===== src/rtl/pdpu_pkg.sv =====
// Shared state encoding and elaboration helpers for the PDPU stream controller.
package pdpu_pkg;

  typedef enum logic [1:0] {
    FILL  = 2'd0,
    ISSUE = 2'd1,
    WAIT  = 2'd2,
    DONE  = 2'd3
  } ctrl_state_e;

  function automatic int clog2(input int value);
    int r;
    r = 0;
    while ((1 << r) < value) r++;
    return r;
  endfunction

endpackage


===== src/rtl/pdpu_lane_buf.sv =====
// N-lane operand buffer: one (a, b) element pair per lane, indexed write, synchronous clear.
module pdpu_lane_buf
  import pdpu_pkg::*;
#(
  parameter int N     = 4,
  parameter int W     = 8,
  parameter int IDX_W = (N > 1) ? clog2(N) : 1
) (
  input  logic             clk_i,
  input  logic             rst_ni,
  input  logic             clr_i,
  input  logic             wr_i,
  input  logic [IDX_W-1:0] idx_i,
  input  logic [W-1:0]     a_i,
  input  logic [W-1:0]     b_i,
  output logic [N*W-1:0]   a_o,
  output logic [N*W-1:0]   b_o
);

  logic [N*W-1:0] a_q;
  logic [N*W-1:0] b_q;

  always_ff @(posedge clk_i) begin
    if (!rst_ni || clr_i) begin
      a_q <= '0;
      b_q <= '0;
    end else if (wr_i) begin
      for (int i = 0; i < N; i++) begin
        if (idx_i == IDX_W'(i)) begin
          a_q[i*W +: W] <= a_i;
          b_q[i*W +: W] <= b_i;
        end
      end
    end
  end

  assign a_o = a_q;
  assign b_o = b_q;

endmodule


===== src/rtl/pdpu_stream_ctrl.sv =====
// Streams posit element pairs into N-lane chunks for an external pdpu_top and
// accumulates its result until the element tagged last, then presents the dot product.
//
//   state | meaning
//   FILL  | accepting element pairs into lanes
//   ISSUE | lanes/acc presented to pdpu; capture here when pdpu is combinational
//   WAIT  | holding pdpu inputs while the latency counter runs down
//   DONE  | final result valid, waiting for the consumer
module pdpu_stream_ctrl
  import pdpu_pkg::*;
#(
  parameter int N        = 4,
  parameter int n_i      = 8,
  parameter int es_i     = 2,
  parameter int n_o      = 16,
  parameter int es_o     = 2,
  parameter int PDPU_LAT = 0
) (
  input  logic             clk_i,
  input  logic             rst_ni,
  input  logic             in_valid_i,
  output logic             in_ready_o,
  input  logic [n_i-1:0]   in_a_i,
  input  logic [n_i-1:0]   in_b_i,
  input  logic             in_last_i,
  output logic [N*n_i-1:0] pdpu_a_o,
  output logic [N*n_i-1:0] pdpu_b_o,
  output logic [n_o-1:0]   pdpu_acc_o,
  input  logic [n_o-1:0]   pdpu_result_i,
  output logic             out_valid_o,
  input  logic             out_ready_i,
  output logic [n_o-1:0]   out_result_o
);

  localparam int CNT_W = (N > 1) ? clog2(N) : 1;

  if (es_i >= n_i || es_o >= n_o) begin : g_cfg_err
    $error("pdpu_stream_ctrl: exponent size must be smaller than word size");
  end

  ctrl_state_e      state_q, state_d;
  logic [CNT_W-1:0] cnt_q;
  logic             last_q;
  logic [n_o-1:0]   acc_q;
  logic             hs_in;
  logic             out_ack;
  logic             capture;
  logic             lat_zero;

  assign in_ready_o  = (state_q == FILL);
  assign out_valid_o = (state_q == DONE);
  assign hs_in       = in_valid_i && in_ready_o;
  assign out_ack     = out_valid_o && out_ready_i;

  always_comb begin
    state_d = state_q;
    capture = 1'b0;
    case (state_q)
      FILL:    if (hs_in && (cnt_q == CNT_W'(N - 1) || in_last_i)) state_d = ISSUE;
      ISSUE:   if (PDPU_LAT == 0) capture = 1'b1;
               else               state_d = WAIT;
      WAIT:    if (lat_zero) capture = 1'b1;
      DONE:    if (out_ready_i) state_d = FILL;
      default: state_d = FILL;
    endcase
    if (capture) state_d = last_q ? DONE : FILL;
  end

  always_ff @(posedge clk_i) begin
    if (!rst_ni) begin
      state_q <= FILL;
      cnt_q   <= '0;
      last_q  <= 1'b0;
      acc_q   <= '0;
    end else begin
      state_q <= state_d;
      if (hs_in) begin
        cnt_q  <= cnt_q + 1'b1;
        last_q <= in_last_i;
      end
      if (capture) begin
        cnt_q <= '0;
        acc_q <= pdpu_result_i;
      end
      if (out_ack) begin
        acc_q  <= '0;
        last_q <= 1'b0;
      end
    end
  end

  // Counter loads on the ISSUE cycle so capture lands PDPU_LAT cycles after issue.
  if (PDPU_LAT > 0) begin : g_lat
    localparam int LAT_W = (clog2(PDPU_LAT + 1) > 0) ? clog2(PDPU_LAT + 1) : 1;
    logic [LAT_W-1:0] lat_q;

    always_ff @(posedge clk_i) begin
      if (!rst_ni) begin
        lat_q <= '0;
      end else if (state_q == ISSUE) begin
        lat_q <= LAT_W'(PDPU_LAT - 1);
      end else if (state_q == WAIT && lat_q != '0) begin
        lat_q <= lat_q - 1'b1;
      end
    end

    assign lat_zero = (lat_q == '0);
  end else begin : g_no_lat
    assign lat_zero = 1'b1;
  end

  pdpu_lane_buf #(
    .N     (N),
    .W     (n_i),
    .IDX_W (CNT_W)
  ) u_lane_buf (
    .clk_i  (clk_i),
    .rst_ni (rst_ni),
    .clr_i  (capture),
    .wr_i   (hs_in),
    .idx_i  (cnt_q),
    .a_i    (in_a_i),
    .b_i    (in_b_i),
    .a_o    (pdpu_a_o),
    .b_o    (pdpu_b_o)
  );

  assign pdpu_acc_o   = acc_q;
  assign out_result_o = out_valid_o ? acc_q : '0;

endmodule

===== config.mk =====
export PLATFORM = sky130hd
export DESIGN_NAME = pdpu_stream_ctrl
export DESIGN_NICKNAME = d
export VERILOG_FILES = /design/src/rtl/pdpu_pkg.sv /design/src/rtl/pdpu_lane_buf.sv /design/src/rtl/pdpu_stream_ctrl.sv
export SDC_FILE = /design/constraint.sdc
export NUM_CORES = 1
export LEC_CHECK = 0
export BUFFER_PORTS_ARGS = -buffer_cell sky130_fd_sc_hd__buf_4
export CAP_MARGIN = 25
export CORE_MARGIN = 8
export CORE_UTILIZATION = 43
export CTS_BUF_LIST = sky130_fd_sc_hd__clkbuf_16
export DETAILED_ROUTE_END_ITERATION = 7
export PLACE_DENSITY = 0.79
export SLEW_MARGIN = 30
export SYNTH_ARGS = -nofsm -noshare
export SYNTH_HDL_FRONTEND = slang
export SYNTH_SLANG_ARGS = --single-unit

===== constraint.sdc =====
create_clock -name clk_i -period 1.37 [get_ports clk_i]
set_input_delay 0.274 -clock clk_i [delete_from_list [all_inputs] [get_ports clk_i]]
set_output_delay 0.274 -clock clk_i [all_outputs]
set_load 0.01 [all_outputs]

# Word level (Yosys, flattened, before mapping)
# Cells that the tools add are included.
totals:
  regBits: 85
  input_bits: 37
classes:
  addsub: 1
  n_eq_ne: 8
  mux: 7
  bitwise: 1
  n_reduce_logical: 17
ops:
  columns: ["op", "n"]
  rows:
  - ["$mux W16", 1]
  - ["$eq A2 B2 Y1 const B", 4]
  - ["$mux W2", 4]
  - ["$reduce_and A2 Y1", 4]
  - ["$ne A3 B1 Y1 const B", 2]
  - ["$reduce_or A2 Y1", 3]
  - ["$eq A2 B1 Y1 const B", 2]
  - ["$logic_not A2 Y1", 2]
  - ["$pmux W2 S2", 1]
  - ["$logic_and A1 B1 Y1", 3]
  - ["$reduce_and A3 Y1", 1]
  - ["$reduce_bool A3 Y1", 1]
  - ["$add A2 B1 Y2 const B", 1]
  - ["$logic_or A1 B1 Y1", 2]
  - ["$logic_not A1 Y1", 1]
  - ["$mux W1", 1]
  - ["$not A1 Y1", 1]

# Logic depth before layout (Yosys ltp)
depth:
  ltp_word: 6
  mapped_depth: 8
  mapped_depth_nobuf: 5

# Cells and area by module
# From an unflattened synthesis, not the netlist that was laid out.
unflattened:
  cells_unflattened: 346
  area_unflattened_um2: 3692.3
by_module_without_submodules:
  columns: ["module", "n_inst", "cells_per_inst", "area_per_inst_um2"]
  rows:
  - ["pdpu_lane_buf", 1, 240, 2695.1]
  - ["pdpu_stream_ctrl", 1, 106, 997.2]

# Least setup slack after synthesis
# No wires, ideal clock.
synth_path:
  kind: "register -> register"
  startpoint: "register state_q[0]"
  endpoint: "register u_lane_buf.a_q[9], in the netlist u_lane_buf.a_o[9]"
  setup_time_ns: 0.132
  arrival_ns: 1.365
  required_time_ns: 1.238
  slack_ns: -0.127
  path_stages_with_launch: 9
  synth_period_minus_slack_ns: 1.497
  path_cell_list: "dfxtp_1 -> inv_1 -> ha_1 -> buf_4 -> and3_1 -> buf_6 -> buf_12 -> nand2_1 -> a21oi_2"
synth_via:
  word_cells_on_any_way: 8
synth_rtl:
  columns: ["element", "line", "source"]
  rows:
  - ["from (decl)", "pdpu_stream_ctrl.sv:41", "ctrl_state_e state_q, state_d;"]
  - ["from (signal assigned)", "pdpu_stream_ctrl.sv:76", "state_q <= state_d;"]
  - ["$logic_not A2 Y1", "pdpu_stream_ctrl.sv:50", "assign in_ready_o = (state_q == FILL);"]
  - ["net in_ready_o", "pdpu_stream_ctrl.sv:22", "output logic in_ready_o,"]
  - ["$logic_and A1 B1 Y1", "pdpu_stream_ctrl.sv:52", "assign hs_in = in_valid_i && in_ready_o;"]
  - ["$reduce_and A2 Y1 (no line)", null, null]
  - ["to (signal, indexed assignment)", "pdpu_lane_buf.sv:30", "a_q[i*W +: W] <= a_i;"]
  - ["to (decl)", "pdpu_lane_buf.sv:20", "logic [N*W-1:0] a_q;"]
# The timed path passes the listed nets, and every way through them passes these cells.
# A chain may end at the register's enable or synchronous reset.

# Worst setup path after layout
layout_path:
  startpoint: "register state_q[0]"
  endpoint: "output port out_result_o[11]"
layout_via:
  elab_chain_len: 2
layout_rtl:
  columns: ["element", "line", "source"]
  rows:
  - ["$eq A2 B2 Y1", "pdpu_stream_ctrl.sv:51", "assign out_valid_o = (state_q == DONE);"]
  - ["$mux W16", "pdpu_stream_ctrl.sv:129", "assign out_result_o = out_valid_o ? acc_q : '0;"]
  - ["to (decl)", "pdpu_stream_ctrl.sv:32", "output logic [n_o-1:0] out_result_o"]
# Every way passes these cells.

==> results.md <==
- Count of vias placed by the detailed router: 3237
- Pin slew with the least headroom to its limit: 0.233 ns
- Largest fanout of any net on the critical path: 18
- Max H-tree Level: 3
- Remaining antenna violation count after routing: 0
- Arrival time of the worst setup path: 1.29 ns
- Number of buffer cells added on primary ports: 134
- Classification of the worst setup path: flop to output pin
- Clock-pin transition on the worst setup and hold timing paths: 0.06 ns
- Origin of the worst setup path: state_q[0]
- Violations in the final reports: negative setup slack
- Distinct cells, synth: 26
- Per-instance average area after synthesis: 8.48 µm²
- RSZ-0062 raised after global routing: yes
- Area added between synthesis and finish: 53.2%
- Worst reg2reg path startpoint: state_q[1]
- Max-Slew Margin vs Limit: 84.5%
- Final critical path time including I/O delays and setup: 1.56 ns
- Placed instance area: 0.00452 mm²
- Pin count of the biggest net entering global routing: 39
- Hold-critical path depth: 3
- Ant diodes: 0
- Highest attainable clock frequency: 641 MHz
- Length of the first detailed-routing pass in iterations: 4
- Final hold violation count: 0
- Share of cells above drive strength 1: 38.0%
- Leading cell types by total area after synthesis: sky130_fd_sc_hd__dfxtp_1 51%, sky130_fd_sc_hd__nand2_1 15%, sky130_fd_sc_hd__a21oi_1 9.4%
- Critical path data required time: 1.10 ns
- Global-route wire length before repair: 15900 µm
- Vias per Instance: 4.99
- Max Root-Sink Buffers: 2
- Clock insertion delay at the later pin of the skew report: 0.32 ns
- X dimension of the die: 104 µm
- Fin Clk Skew: 0.00537 ns
- Die Outline Area: 0.0109 mm²
- Cell Pwr Density: 1590 mW/mm²
- Sort of element at the start of the critical path: flop
- Max rail drop VDD: 0.902 mV
- Synth Instances: 396
- Count of final setup violators: 18
- Seq/Total Area, Yosys: 50.7%
- Share of total power in combinational logic: 34.5%
- Depth of the most critical reg-to-reg path: 7
- Drt initial violations: 112
- Worst-case setup slack after placement: -0.102 ns
- Per-cell routed wire length: 16.6 µm
- Initial cell density of the core: 43.9%
- Sw frac: 31.8%
- Worst setup margin: -0.190 ns
- Remaining global-route overflow: 0
- Clock power frac: 28.7%
- Critical path endpoint category: output pin
- Startpoint of the lowest-slack hold path: pdpu_result_i[10]
- Area inside the core boundary: 0.00765 mm²
- Net count reported at finish: 588
- Count of clock tree sinks: 85
- Antenna violations before repair: 0
- Cell accounting for the most synthesized area: sky130_fd_sc_hd__dfxtp_1
- Filler instances: 598
- Yosys warnings: 0
- Status: complete, but fails checks
- Leak: 2.16 nW
- Number of maximum-capacitance violations: 0
- Number of global-route vias before repair: 3142
- HPWL reported at the end of detailed placement: 7390 µm
- Post-route DRC violation count: 0
- Number of max-slew violations in the final report: 0
- Reg power frac: 36.8%
- Clk root buf: sky130_fd_sc_hd__clkbuf_16
- Post-Syn Nets: 442
- Die outline height: 104 µm
- Post-Layout Inst Area: 0.00514 mm²
- Min-delay worst type: primary input to flop
- Fraction of post-synthesis cell area in the top cell type by area: 50.7%
- Io pins: 135
- Synth Cell Area: 0.00336 mm²
- Total GRT Usage: 17.5%
- Internal power: 5.59 mW
- P_sw: 2.61 mW
- Routability congestion estimate from global placement: 0.789
- Final worst-path cycle share: 114%
- CTS buffer count: 9
- Flop and latch count out of synthesis: 85
- Wire length after detailed routing: 10800 µm
- CTS tree: yes
- Row count: 32
- Final design utilization: 67.3%
stage by stage:
stage | cells | hold slack [ns] | total power [mW] | TNS (ns)
global placement | 622 | 0.443 | 5.37 | -0.0825
CTS | 642 | 0.181 | 7.90 | -3.12
detailed placement | 622 | 0.449 | 5.45 | -2.33
floorplan | 396 | 0.409 | 4.50 | 0
finish | 649 | 0.183 | 8.20 | -2.93
global route | 649 | 0.193 | 8.59 | -3.87
logic make-up (layout without fill, tap and decap cells):
family                     after synthesis  after routing  share of synthesized area [%]
and+or+nand+nor                        183            185                           22.6
DFF                                     85             85                           50.7
AOI/OAI and AO/OA                       70             70                           11.7
buffers and inverters                   31            180                           6.37
muxes                                   17             17                           5.07
adders and majority gates                9              9                           3.35
xor gates and xnor gates                 1              1                          0.261
sequential cells by signal, summed over array words and instances, names as in the netlist:
signal,cells
last_q,1
cnt_q,2
pdpu_acc_o,16
u_lane_buf.b_o,32
state_q,2
u_lane_buf.a_o,32
cell usage in the layout, fill, tap and decap left out, drive strengths merged, types with 7 or more instances in the layout:
cell type	instances
buf	155
nand2	135
dfxtp	85
a21oi	66
nor2	17
mux2i	17
and2	16
clkbuf	12
ha	9
inv	8
nand3	7
worst paths after layout:
check,endpoint,slack [ns]
setup / recovery,out_result_o[11],-0.19
hold / removal,pdpu_acc_o[10],0.18
setup reg to reg,u_lane_buf.a_o[1],0.01
hold reg to reg,u_lane_buf.b_o[9],0.46
area by class of cell:
class                           instances  area (µm²)  area share, %
Sequential cell                        85        1710           33.3
Multi-Input combinational cell        282        1590           31.0
Timing Repair Buffer                  158        1400           27.2
Clock buffer                            9         225           4.38
Tap cell                              102         128           2.48
Clock inverter                          7        66.3           1.29
Inverter                                6        22.5          0.438
power groups by stage:
| stage | sequential (mW) | clock [mW] | combinational, mW |
|---|---|---|---|
| floorplan | 3.13 | 0 | 1.37 |
| global placement | 3.03 | 0 | 2.34 |
| detailed placement | 3.04 | 0 | 2.41 |
| CTS | 3.01 | 2.39 | 2.51 |
| global route | 3.05 | 2.51 | 3.03 |
| finish | 3.02 | 2.36 | 2.83 |
synthesized netlist by cell type (all sizes together):
cell / number
ha: 9
nor2: 17
and2: 16
a2111oi: 1
nand2: 135
a21oi: 66
nand2b: 1
inv: 6
xnor2: 1
or3: 1
nor2b: 2
dfxtp: 85
and3: 4
clkbuf: 7
o211ai: 1
nand3: 7
a22oi: 1
buf: 18
o21bai: 1
mux2i: 17
what timing repair did:
action | in CTS | in global routing
setup buffers | 4 | 0
cloned | 0 | 7
pin swaps | 1 | 4
hold buffers | 0 | 0
hold endpoints to repair | 0 | 0
gates resized for setup | 26 | 28
endpoints found under the setup margin | 78 | 57
worst max-delay path, stage by stage (launching register included):
cell and delay [ns]:
sky130_fd_sc_hd__dfxtp_4 0.36, sky130_fd_sc_hd__ha_4 0.17, sky130_fd_sc_hd__buf_12 0.14, sky130_fd_sc_hd__and2_1 0.17
sky130_fd_sc_hd__buf_6 0.12
per-layer routing:
layer / up-vias / part of all wire (%) / track usage (%)
met5: - / 0 / 0
met4: 0 / 1.1 / 5.58
met3: 13 / 8.1 / 6.07
met2: 133 / 51 / 29.6
met1: 1509 / 40 / 20.0
li1: 1582 / - / -
Power figures use the tool's default switching activity.
